--- src/rtl/mem_arbiter.sv ---
// Round-robin arbiter sharing one memory port between instruction fetch and load/store.
// All outputs are registered; a watchdog aborts accesses the memory never completes.
module mem_arbiter #(
    parameter int WIDTH   = 32,
    parameter int TIMEOUT = 16
) (
    input  logic             clk,
    input  logic             reset,
    input  logic             if_req,
    input  logic [WIDTH-1:0] if_addr,
    output logic [WIDTH-1:0] if_rdata,
    output logic             if_ack,
    output logic             if_err,
    input  logic             d_req,
    input  logic             d_we,
    input  logic [WIDTH-1:0] d_addr,
    input  logic [WIDTH-1:0] d_wdata,
    input  logic [3:0]       d_be,
    output logic [WIDTH-1:0] d_rdata,
    output logic             d_ack,
    output logic             d_err,
    output logic             mem_en,
    output logic             mem_we,
    output logic [WIDTH-1:0] mem_addr,
    output logic [WIDTH-1:0] mem_wdata,
    output logic [3:0]       mem_be,
    input  logic [WIDTH-1:0] mem_rdata,
    input  logic             mem_ready,
    output logic             busy
);

    localparam int CW = $clog2(TIMEOUT);
    localparam logic [CW-1:0] CNT_MAX = CW'(TIMEOUT - 1);

    typedef enum logic [1:0] {IDLE, BUSY_I, BUSY_D} stateType;

    stateType state, nextState;
    logic             lastGrantData, lastGrantNxt;
    logic [CW-1:0]    cnt, cntNxt;
    logic             ifReqM, dReqM, grantI, grantD, timeoutHit;

    logic [WIDTH-1:0] ifRdataNxt, dRdataNxt, memAddrNxt, memWdataNxt;
    logic             ifAckNxt, ifErrNxt, dAckNxt, dErrNxt;
    logic             memEnNxt, memWeNxt, busyNxt;
    logic [3:0]       memBeNxt;

    // A port whose ack is currently visible is masked so it cannot be re-granted at once.
    always_comb begin
        ifReqM     = if_req & ~if_ack;
        dReqM      = d_req & ~d_ack;
        grantI     = ifReqM & (~dReqM | lastGrantData);
        grantD     = dReqM & ~grantI;
        timeoutHit = (cnt == CNT_MAX);
    end

    always_ff @(posedge clk or negedge reset) begin
        if (!reset) begin
            state <= IDLE;
        end else begin
            state <= nextState;
        end
    end

    always_comb begin
        nextState = state;
        case (state)
            IDLE: begin
                if (grantI)      nextState = BUSY_I;
                else if (grantD) nextState = BUSY_D;
            end
            BUSY_I, BUSY_D: begin
                if (mem_ready || timeoutHit) nextState = IDLE;
            end
            default: nextState = IDLE;
        endcase
    end

    always_comb begin
        ifRdataNxt   = if_rdata;
        dRdataNxt    = d_rdata;
        ifAckNxt     = 1'b0;
        ifErrNxt     = 1'b0;
        dAckNxt      = 1'b0;
        dErrNxt      = 1'b0;
        memEnNxt     = mem_en;
        memWeNxt     = mem_we;
        memAddrNxt   = mem_addr;
        memWdataNxt  = mem_wdata;
        memBeNxt     = mem_be;
        lastGrantNxt = lastGrantData;
        cntNxt       = cnt;
        case (state)
            IDLE: begin
                if (grantI) begin
                    memEnNxt     = 1'b1;
                    memWeNxt     = 1'b0;
                    memAddrNxt   = if_addr;
                    memBeNxt     = '1;
                    lastGrantNxt = 1'b0;
                    cntNxt       = '0;
                end else if (grantD) begin
                    memEnNxt     = 1'b1;
                    memWeNxt     = d_we;
                    memAddrNxt   = d_addr;
                    memWdataNxt  = d_wdata;
                    memBeNxt     = d_be;
                    lastGrantNxt = 1'b1;
                    cntNxt       = '0;
                end
            end
            BUSY_I, BUSY_D: begin
                // mem_ready takes priority over a coincident timeout.
                if (mem_ready) begin
                    memEnNxt = 1'b0;
                    memWeNxt = 1'b0;
                    if (state == BUSY_I) begin
                        ifAckNxt   = 1'b1;
                        ifRdataNxt = mem_rdata;
                    end else begin
                        dAckNxt = 1'b1;
                        if (!mem_we) dRdataNxt = mem_rdata;
                    end
                end else if (timeoutHit) begin
                    memEnNxt = 1'b0;
                    memWeNxt = 1'b0;
                    if (state == BUSY_I) begin
                        ifAckNxt   = 1'b1;
                        ifErrNxt   = 1'b1;
                        ifRdataNxt = '0;
                    end else begin
                        dAckNxt   = 1'b1;
                        dErrNxt   = 1'b1;
                        dRdataNxt = '0;
                    end
                end else begin
                    cntNxt = cnt + CW'(1);
                end
            end
            default: ;
        endcase
        busyNxt = (nextState != IDLE);
    end

    always_ff @(posedge clk or negedge reset) begin
        if (!reset) begin
            if_rdata      <= '0;
            if_ack        <= 1'b0;
            if_err        <= 1'b0;
            d_rdata       <= '0;
            d_ack         <= 1'b0;
            d_err         <= 1'b0;
            mem_en        <= 1'b0;
            mem_we        <= 1'b0;
            mem_addr      <= '0;
            mem_wdata     <= '0;
            mem_be        <= '0;
            busy          <= 1'b0;
            lastGrantData <= 1'b1;
            cnt           <= '0;
        end else begin
            if_rdata      <= ifRdataNxt;
            if_ack        <= ifAckNxt;
            if_err        <= ifErrNxt;
            d_rdata       <= dRdataNxt;
            d_ack         <= dAckNxt;
            d_err         <= dErrNxt;
            mem_en        <= memEnNxt;
            mem_we        <= memWeNxt;
            mem_addr      <= memAddrNxt;
            mem_wdata     <= memWdataNxt;
            mem_be        <= memBeNxt;
            busy          <= busyNxt;
            lastGrantData <= lastGrantNxt;
            cnt           <= cntNxt;
        end
    end

endmodule

--- config.mk ---
export PLATFORM = sky130hd
export DESIGN_NAME = mem_arbiter
export DESIGN_NICKNAME = d
export VERILOG_FILES = /design/src/rtl/mem_arbiter.sv
export SDC_FILE = /design/constraint.sdc
export NUM_CORES = 1
export LEC_CHECK = 0
export ABC_AREA = 1
export CAP_MARGIN = 10
export CORE_MARGIN = 4
export CORE_UTILIZATION = 38
export DETAILED_ROUTE_END_ITERATION = 8
export GPL_ROUTABILITY_DRIVEN = 1
export PLACE_DENSITY_LB_ADDON = 0.3
export SLEW_MARGIN = 5
export SYNTH_ARGS = -nofsm -noshare
export SYNTH_HDL_FRONTEND = slang
export SYNTH_SLANG_ARGS = --single-unit
--- constraint.sdc ---
create_clock -name clk -period 2.19 [get_ports clk]
set_input_delay 0.657 -clock clk [delete_from_list [all_inputs] [get_ports clk]]
set_output_delay 0.657 -clock clk [all_outputs]
set_load 0.02 [all_outputs]
# After elaboration in Yosys (flattened, before gate mapping)
# Index checks and enable logic that the tools add are counted.
dict set report totals {
  regBits 146
  out_inout_bits 139
  elab_cells 90
}
dict set report op_classes {
  add_sub_neg 1
  eq_ne 8
  mux 43
  bitwise_logic 10
  reduce_logical 13
}
# cell count
set op_table {}
lappend op_table {{$mux 32} 11}
lappend op_table {{$mux 4} 6}
lappend op_table {{$mux 1} 19}
lappend op_table {{$reduce_and 3->1} 3}
lappend op_table {{$pmux 4 s2} 1}
lappend op_table {{$reduce_and 4->1} 2}
lappend op_table {{$reduce_bool 2->1} 4}
lappend op_table {{$mux 2} 3}
lappend op_table {{$ne 2x2->1 const B} 3}
lappend op_table {{$ne 3x3->1 const B} 2}
lappend op_table {{$not 1->1} 5}
lappend op_table {{$add 4x1->4 const B} 1}
lappend op_table {{$and 1x1->1} 4}
lappend op_table {{$eq 4x4->1 const B} 1}
lappend op_table {{$pmux 1 s2} 2}
lappend op_table {{$pmux 2 s2} 1}
lappend op_table {{$eq 2x1->1 const B} 1}
lappend op_table {{$eq 2x2->1 const B} 1}
lappend op_table {{$logic_not 2->1} 1}
lappend op_table {{$reduce_and 2->1} 1}
lappend op_table {{$reduce_or 2->1} 1}
lappend op_table {{$logic_or 1x1->1} 1}
lappend op_table {{$or 1x1->1} 1}

# Longest topological paths before layout
# Gate-level depths: netlist of the first run.
dict set report logic_depth {
  word_depth 11
  depth_mapped 10
  mapped_depth_nobuf 10
}

# Worst setup path after synthesis of the first run
# OpenSTA, ideal clock, no wires.
dict set report synth_timing {
  path_kind {flip-flop to flip-flop}
  from {reg state[0]}
  to {reg cnt[3]}
  setup_time_ns 0.118
  arrival_ns 1.458
  path_slack_ns 0.614
  stages_incl_launch_ff 9
  period_less_slack_ns 1.576
  path_cell_list {dfrtp_1 > inv_1 > ha_1 > inv_1 > or2_2 > nand2_1 > nand2_1 > nand2_1 > nand2_1}
}
dict set report synth_via {
  elab_chain_len 4
}
# element line_no
set synth_rtl {}
lappend synth_rtl {{start, declared} 37} ;# stateType state, nextState;
lappend synth_rtl {{start signal, assigned} 60} ;# state <= nextState;
lappend synth_rtl {{$eq 2x1->1 / $eq 2x2->1 (equally long branches)} 92} ;# case (state)
lappend synth_rtl {{$reduce_or 2->1} 92}
lappend synth_rtl {{$ne 2x2->1 (no line) / $reduce_bool 2->1 (equally long branches)} --}
lappend synth_rtl {{$reduce_and 4->1 (no line)} --}
lappend synth_rtl {{end signal, assigned} 174} ;# cnt <= cntNxt;
lappend synth_rtl {{end, declared} 39} ;# logic [CW-1:0] cnt, cntNxt;
# Parallel ways exist; a longest one is shown, timed or not.
# A chain may end at the register's enable or synchronous reset.

# Worst setup path in the final report of the first run
dict set report layout_timing {
  from {reg mem_we}
  to {out mem_we}
}
# element line_no
set layout_rtl {}
lappend layout_rtl {{start, declared} 23} ;# output logic mem_we,
lappend layout_rtl {{start signal, assigned} 168} ;# mem_we <= memWeNxt;
# No word-level cell between the ends.

==> results.toml, run 1 <==
[timing]
setup_violations = 0
setup_tns_ns = 0
max_slew_margin_pct = 70.3
rsz0062_at_grt = "false"
worst_slew_pin_slew_ns = 0.446
slew_viol_final = 0
fin_ws_ns = 0.0781
holdWs_ns = 0.159
fin_crit_ns = 2.11
finClkSkew_ns = 0.00965
max_freq_mhz = 474
final_hold_viol_count = 0
finalCritPeriodShare_pct = 96.4

[critical_path]
critPathCaptureType = "output port"
cp_top_family = "buffers and inverters"
crit_slowest_cell = "clkdlybuf4s50_1"
start_kind = "flop"
crit_buf_inv = 1
critPathRequiredTime_ns = 1.53
cp_max_fo = 3
worstSetupPathType = "reg -> out"
slowest_delay_ns = 0.65
rrSetupSlack_ns = 0.44
cp_cell_sequence = "clkdlybuf4s50_1"
crit_arrival_ns = 1.45

[final_layout]
mostFrequentLayoutCell = "nand2_1"
drive_gt1_share_pct = 12.8
num-nets-final = 1149
final_cells = 1239
diodes = 0
final_cell_mix = "322 x nand2_1, 275 x clkdlybuf4s50_1, 145 x dfrtp_1, 64 x o21ai_2, 48 x inv_1"
fin_util_pct = 60.9
area_growth_syn_to_layout_pct = 57.0

[global_route]
grt_usage_pct = 18.9
grt_pass1_wl_um = 29800
grt_max_degree = 55
grt_overflow = 0
antenna_found_initial = 0
first_global_vias = 5803

[cts]
hold_buffers = 0
post_cts_resized = 0
clk_latency_ns = 0.41
clk_pin_slew_ns = 0.06
cts_buffers = 17
htreeDepth = 4
root_buffer = "clkbuf_16"
cts_setup_buffers = 0
cts.sinks = 146
cts_tree = "built"
cts_buffer_depth = 2

[pwr]
ir_drop_v = 0.000932
p_leak_nw = 4.81
power-per-cell-area_mw_per_mm2 = 1530

[synth]
yosys-top-cells-area = "dfrtp_1 56%, nand2_1 19%, o21ai_2 8.7%, inv_1 2.8%, nor2_1 2.7%"
syn_nets = 869
yosysWarnings = 0
synth_top_area_share_pct = 56.2
synth_top_area_cell = "dfrtp_1"
avgSynthCellArea_um2 = 8.89
ys_seq_area_share_pct = 56.6
synth.cell_area_mm2 = 0.00646
syn_inst = 727
synth-seq-cells = 146
synth_cell_types = 25

[routing]
totalWireLength_um = 17800
ant_nets = 0
vias = 5605
drtPass1Iterations = 4
drcViolationCount = 0
drt_iter0_markers = 193
wl_per_cell_um = 14.4
via_per_inst = 4.52

[floorplanning]
coreArea_mm2 = 0.0166
die_w_um = 138
dieArea_mm2 = 0.0192
io_pins = 277
initial_core_util_pct = 38.8
die-height_um = 138
rows = 47

[place]
io_buffers = 276
dp_slack_ns = 0.0676
dpl.cell_count = 1208
gp_congestion = 0.802
hpwl_um = 13400

[outcome]
status = "finished clean"

[worst_hold_path]
hp-class = "in -> async"

[flow_run]
maxCapViolCount = 0
-- layer usage --
| layer | GRT usage (%) | wire (um) |
|---|---|---|
| met2 | 32.1 | 8730 |
| met4 | 4.78 | 323 |
| met3 | 7.73 | 1360 |
| met1 | 22.4 | 7400 |
| met5 | 0 | 0 |
-- registers in the layout, indices dropped and copies added (netlist names) --
signal	cells
d_rdata	32
mem_wdata	32
d_err	1
busy	1
if_rdata	32
cnt	4
mem_addr	32
if_err	1
d_ack	1
mem_en	1
lastGrantData	1
mem_be	4
if_ack	1
state	2
mem_we	1
-- report_power, final --
group          switching, mW  total [mW]  leakage [nW]  internal, mW
sequential             0.699        4.68          1.85          3.98
clock                   1.13        3.18         0.310          2.05
combinational           4.22        7.65          2.65          3.43
total                   6.05        15.5          4.81          9.47
-- Yosys cell counts --
cell type	n
nand3_2	1
nor2_1	47
nand2_4	2
buf_6	13
inv_1	48
nand2_2	3
nor3_1	2
clkbuf_1	9
nand2_8	2
o21ai_2	64
o21ai_0	16
clkinv_4	1
nand2_1	322
nand3_1	8
dfstp_2	1
buf_4	6
xnor2_1	1
nand4_1	2
buf_2	8
or2_2	1
inv_2	2
dfrtp_1	145
o21ai_1	18
a21oi_2	1
ha_1	4
-- area by class of cell --
cell class                 instances  area [um2]
fill                            1439        6500
sequential                       146        3650
timing repair buffer             297        3020
multi-input combinational        494        2340
clock buffer                      19         443
tap                              220         275
clock inverter                    12         205
inverter                          51         196
-- per-stage QoR --
stage | instance area [um2] | power, mW
2_1_floorplan | 6460 | 8.88
3_3_place_gp | 9490 | 12.3
3_5_place_dp | 9490 | 12.5
4_1_cts | 10100 | 15.7
5_1_grt | 10100 | 16.5
6_report | 10100 | 15.5
-- cell families (layout without fill, tap and decap cells) --
family	count (synthesis)	in the layout	synth area share, %
buf+inv	87	379	7.15
xor+xnor	1	1	0.136
compound gates	99	99	11.4
fa+ha+maj	4	4	0.775
flops	146	146	56.6
simple gates	390	390	23.9
-- worst paths after layout --
kind                                            from  cells past startpoint                   endpoint
min                                            reset                      1   if_rdata[15]$_DFFE_PN0P_
min reg2reg                mem_wdata[27]$_DFFE_PN0P_                      2  mem_wdata[27]$_DFFE_PN0P_
max reg2reg                       state[0]$_DFF_PN0_                      8         cnt[3]$_DFFE_PN0P_
max                               mem_we$_DFFE_PN0P_                      1                     mem_we
min in group clk           mem_wdata[27]$_DFFE_PN0P_                      2  mem_wdata[27]$_DFFE_PN0P_
max in group asynchronous                      reset                      2   mem_wdata[5]$_DFFE_PN0P_
Note: power is estimated with default switching activity, not from simulation.
==> run 2, diff against run 1 <==
--- a/config.mk
+++ b/config.mk
@@ -6,11 +6,12 @@
 export NUM_CORES = 1
 export LEC_CHECK = 0
 export ABC_AREA = 1
-export CAP_MARGIN = 10
+export CAP_MARGIN = 20
 export CORE_MARGIN = 4
 export CORE_UTILIZATION = 38
 export DETAILED_ROUTE_END_ITERATION = 8
 export GPL_ROUTABILITY_DRIVEN = 1
+export GPL_TIMING_DRIVEN = 0
 export PLACE_DENSITY_LB_ADDON = 0.3
 export SLEW_MARGIN = 5
 export SYNTH_ARGS = -nofsm -noshare
==> run 2 against run 1 <==
  * Global-route usage up 0.93 points
  * First-iteration DRC count is 25% higher
  * Cell area is 0.33% higher
  * Register-to-register slack worse by 0.03 ns
  * Wire length increased by 5.0%
  * Fmax up 1.5%
  * Utilization grew 0.20 points
  * Worst setup slack improved by 0.031 ns
  * Sequential power barely moved
  * Die area did not move
  * Clock skew increased by 0.00086 ns
==> results.toml, run 2 (synthesized netlist as in run 1, its figures left out) <==
[cts]
cts_buffers = 17
root_buffer = "clkbuf_16"
hold_buffers = 0
clk_pin_slew_ns = 0.06
htreeDepth = 4
clk_latency_ns = 0.42
cts_buffer_depth = 2
cts_tree = "built"
cts.sinks = 146

[final_layout]
area_growth_syn_to_layout_pct = 57.5
final.fill_count = 1462
final_cell_mix = "322 x nand2_1, 273 x clkdlybuf4s50_1, 145 x dfrtp_1, 64 x o21ai_2, 48 x inv_1"
multiInputGateArea_mm2 = 0.00234
num-nets-final = 1164
final_area_mm2 = 0.0102
drive_gt1_share_pct = 13.4
fin_util_pct = 61.1
layout.area.seq_mm2 = 0.00365
diodes = 0
mostFrequentLayoutCell = "nand2_1"

[global_route]
antenna_found_initial = 0
grt_max_degree = 115
grt_usage_pct = 19.8
first_global_vias = 5784
grt_overflow = 0
grt_pass1_wl_um = 30600

[pwr]
pwr-share-comb_pct = 49.7
p_int_mw = 9.42
ir_drop_v = 0.000645
switching_share_pct = 39.7
p_switching_mw = 6.19
power_frac_seq_pct = 29.9
power_frac_clock_pct = 20.4
p_leak_nw = 4.85
power-per-cell-area_mw_per_mm2 = 1540

[timing]
finClkSkew_ns = 0.0105
fin_crit_ns = 2.08
setup_tns_ns = 0
slew_viol_final = 0
final_hold_viol_count = 0
worst_slew_pin_slew_ns = 0.599
max_slew_margin_pct = 60.1
rsz0062_at_grt = "false"
fin_ws_ns = 0.109
max_freq_mhz = 481
finalCritPeriodShare_pct = 95.0
setup_violations = 0

[routing]
wl_per_cell_um = 14.9
drcViolationCount = 0
vias = 5748
drt_iter0_markers = 241
ant_nets = 0
totalWireLength_um = 18700
drtPass1Iterations = 5
via_per_inst = 4.58

[place]
place_area_mm2 = 0.00952
io_buffers = 275
hpwl_um = 13800
dp_slack_ns = -0.0539
gp_congestion = 0.808

[worst_hold_path]
hp-class = "in -> async"

[floorplanning]
dieArea_mm2 = 0.0192
coreArea_mm2 = 0.0166
io_pins = 277
die_w_um = 138
rows = 47
initial_core_util_pct = 38.8
die-height_um = 138

[critical_path]
crit_slowest_cell = "clkdlybuf4s50_1"
slowest_delay_ns = 0.65
worstSetupPathType = "reg -> out"
cp_top_family = "buffers and inverters"
start_kind = "flop"
cp_max_fo = 2
cp_cell_sequence = "clkdlybuf4s50_1"
crit_buf_inv = 1
crit_arrival_ns = 1.42
critPathRequiredTime_ns = 1.53
critPathCaptureType = "output port"

[outcome]
status = "finished clean"

[flow_run]
maxCapViolCount = 0
run 2: path summary, 6_finish.rpt:
check / cells after the start / slack (ns) / start / endpoint
min in group clk: 2 / 0.48 / d_rdata[18]$_DFFE_PN0P_ / d_rdata[18]$_DFFE_PN0P_
worst max register to register: 8 / 0.41 / state[0]$_DFF_PN0_ / cnt[3]$_DFFE_PN0P_
max in group asynchronous: 2 / 1.26 / reset / mem_wdata[5]$_DFFE_PN0P_
worst min-delay path: 1 / 0.08 / reset / d_rdata[17]$_DFFE_PN0P_
worst max-delay path: 1 / 0.11 / d_ack$_DFF_PN0_ / d_ack
worst min register to register: 2 / 0.48 / d_rdata[18]$_DFFE_PN0P_ / d_rdata[18]$_DFFE_PN0P_
run 2: timing repair:
action                                 4_1_cts  5_1_grt
gates resized for setup                      0        1
endpoints found under the hold margin        0        0
setup buffers                                0        0
setup endpoints to repair                    0        1
run 2: cell type report:
| cell class | instances | share of cell area [%] |
|---|---|---|
| flip-flops and latches | 146 | 35.9 |
| inverters | 51 | 1.93 |
| well taps | 220 | 2.71 |
| clock inverters | 13 | 1.94 |
| repair buffers | 276 | 27.4 |
| plain buffers | 36 | 2.61 |
| multi-input cells | 494 | 23.0 |
| clock buffers | 19 | 4.45 |
run 2: layer usage:
layer | share of wire [%] | track usage [%]
met1 | 41 | 23.9
met2 | 49 | 32.7
met3 | 7.6 | 7.08
met4 | 2.6 | 7.49
met5 | 0 | 0
run 2: power by group through the flow:
stage               Sequential (mW)  Combinational [mW]  Clock, mW
finish                         4.68                7.76       3.19
CTS                            4.68                7.88       3.26
detailed placement             4.69                7.84          0
floorplan                      6.17                2.72          0
global route                   4.83                8.38       3.40
global placement               4.66                7.74          0
run 2: per-stage QoR:
stage	total power, mW	hold slack, ns	std cells
after detailed placement	12.5	0.466	1223
after global placement	12.4	0.461	1222
final	15.6	0.0839	1255
after global routing	16.6	0.0863	1255
after floorplan	8.88	0.361	727
after CTS	15.8	0.0785	1255
==> run 3, diff against run 2 <==
--- a/config.mk
+++ b/config.mk
@@ -8,10 +8,11 @@
 export ABC_AREA = 1
 export CAP_MARGIN = 20
 export CORE_MARGIN = 4
-export CORE_UTILIZATION = 38
+export CORE_UTILIZATION = 43
 export DETAILED_ROUTE_END_ITERATION = 8
 export GPL_ROUTABILITY_DRIVEN = 1
 export GPL_TIMING_DRIVEN = 0
+export HOLD_SLACK_MARGIN = 0.05
 export PLACE_DENSITY_LB_ADDON = 0.3
 export SLEW_MARGIN = 5
 export SYNTH_ARGS = -nofsm -noshare
==> run 3 against run 2 <==
  * Final cell count is 2.9% lower
  * Register-to-register slack gained 0.02 ns
  * Sequential share of layout area rose by 0.29 points
  * Power shrank 0.87%
  * Global-route usage increased by 1.8 points
  * First-iteration DRC count is 3.7% lower
  * Critical endpoint is now mem_wdata[0]
==> results.toml, run 3 (synthesized netlist as in run 1, its figures left out) <==
[outcome]
status = "finished clean"

[routing]
drtPass1Iterations = 4
totalWireLength_um = 18300
vias = 5691
drcViolationCount = 0
ant_nets = 0
via_per_inst = 4.67
drt_iter0_markers = 232
wl_per_cell_um = 15.0

[final_layout]
final_cells = 1219
final_cell_mix = "322 x nand2_1, 273 x clkdlybuf4s50_1, 145 x dfrtp_1, 64 x o21ai_2, 48 x inv_1"
final_area_mm2 = 0.0101
num-nets-final = 1164
mostFrequentLayoutCell = "nand2_1"
final.fill_count = 1161
diodes = 0
area_growth_syn_to_layout_pct = 56.2
fin_util_pct = 68.9
drive_gt1_share_pct = 13.2

[cts]
clk_latency_ns = 0.42
cts_buffers = 17
htreeDepth = 4
cts.sinks = 146
cts_buffer_depth = 2
clk_pin_slew_ns = 0.06
cts_tree = "built"
hold_buffers = 0
root_buffer = "clkbuf_16"

[pwr]
pwr-share-comb_pct = 50.1
switching_share_pct = 39.3
power_frac_seq_pct = 30.2
p_switching_mw = 6.09
ir_drop_v = 0.000836
power_frac_clock_pct = 19.7
power-per-cell-area_mw_per_mm2 = 1530
p_int_mw = 9.39
p_leak_nw = 4.84
totalPowerFinal_mw = 15.5

[global_route]
grt_overflow = 0
first_global_vias = 5801
grt_max_degree = 90
antenna_found_initial = 0
grt_pass1_wl_um = 28900
grt_usage_pct = 21.6

[floorplanning]
initial_core_util_pct = 44.1
io_pins = 277
coreArea_mm2 = 0.0146
dieArea_mm2 = 0.0170
die_w_um = 131
die-height_um = 131
rows = 44

[place]
io_buffers = 275
gp_congestion = 0.812
place_area_mm2 = 0.00947
dpl.cell_count = 1187
hpwl_um = 13600

[critical_path]
cp_cell_sequence = "clkdlybuf4s50_1"
cp_top_family = "buffers and inverters"
critPathRequiredTime_ns = 1.53
crit_slowest_cell = "clkdlybuf4s50_1"
start_kind = "flop"
critPathCaptureType = "output port"
cp_max_fo = 2
crit_buf_inv = 1
crit_arrival_ns = 1.42
worstSetupPathType = "reg -> out"
slowest_delay_ns = 0.65

[timing]
rsz0062_at_grt = "false"
worst_slew_pin_slew_ns = 0.567
slew_viol_final = 0
max_freq_mhz = 480
final_hold_viol_count = 0
finClkSkew_ns = 0.0142
fin_crit_ns = 2.08
max_slew_margin_pct = 62.2
setup_tns_ns = 0
setup_violations = 0
finalCritPeriodShare_pct = 95.0

[flow_run]
maxCapViolCount = 0

[worst_hold_path]
hp-class = "in -> async"
run 3: cell count changes in the layout (fill, tap and decap cells not counted), sizes merged:
cell and delta:
clkbuf +2, clkinv +3, inv -4, clkinvlp -1
run 3: path summary, 6_finish.rpt:
path	start	endpoint	slack, ns	cells after the start
max	mem_wdata[0]$_DFFE_PN0P_	mem_wdata[0]	0.11	1
min	reset	d_rdata[10]$_DFFE_PN0P_	0.20	1
max reg2reg	state[0]$_DFF_PN0_	cnt[3]$_DFFE_PN0P_	0.43	8
min reg2reg	mem_wdata[10]$_DFFE_PN0P_	mem_wdata[10]$_DFFE_PN0P_	0.48	2
max in group asynchronous	reset	lastGrantData$_DFFE_PN1P_	1.15	2
min in group clk	mem_wdata[10]$_DFFE_PN0P_	mem_wdata[10]$_DFFE_PN0P_	0.48	2
run 3: layout make-up:
cell class,count,area [um2],share of cell area [%]
plain buffers,36,265,2.63
clock buffers,21,460,4.56
clock inverters,11,159,1.57
inverters,51,196,1.95
multi-input cells,494,2340,23.2
flip-flops and latches,146,3650,36.2
well taps,184,230,2.28
repair buffers,276,2780,27.6
run 3: power groups by stage:
stage	combinational [mW]	clock (mW)	sequential, mW
4_1_cts	7.87	3.09	4.68
5_1_grt	8.39	3.23	4.84
6_report	7.76	3.05	4.68
3_5_place_dp	7.82	0	4.69
2_1_floorplan	2.72	0	6.17
3_3_place_gp	7.70	0	4.66
run 3: stage by stage:
step | setup slack, ns | hold WS (ns)
after global placement | -5.52 | 0.461
final | 0.109 | 0.202
after floorplan | 0.614 | 0.361
after global routing | 0.0635 | 0.238
after detailed placement | -0.0464 | 0.464
after CTS | 0.0466 | 0.216
run 3: per-layer routing:
layer  global-route usage, %  wire length (um)  share of wire, %  vias up
met5                       0                 0                 0        -
met4                    7.80               483               2.6        0
met1                    26.8              7630                42     2650
li1                        -                 -                 -     2836
met3                    6.75              1260               6.9       26
met2                    35.8              8970                49      179
run 3: timing repair:
| action | 4_1_cts | 5_1_grt |
|---|---|---|
| resized for setup | 0 | 1 |
| setup buffers | 0 | 0 |
| setup endpoints to repair | 0 | 1 |
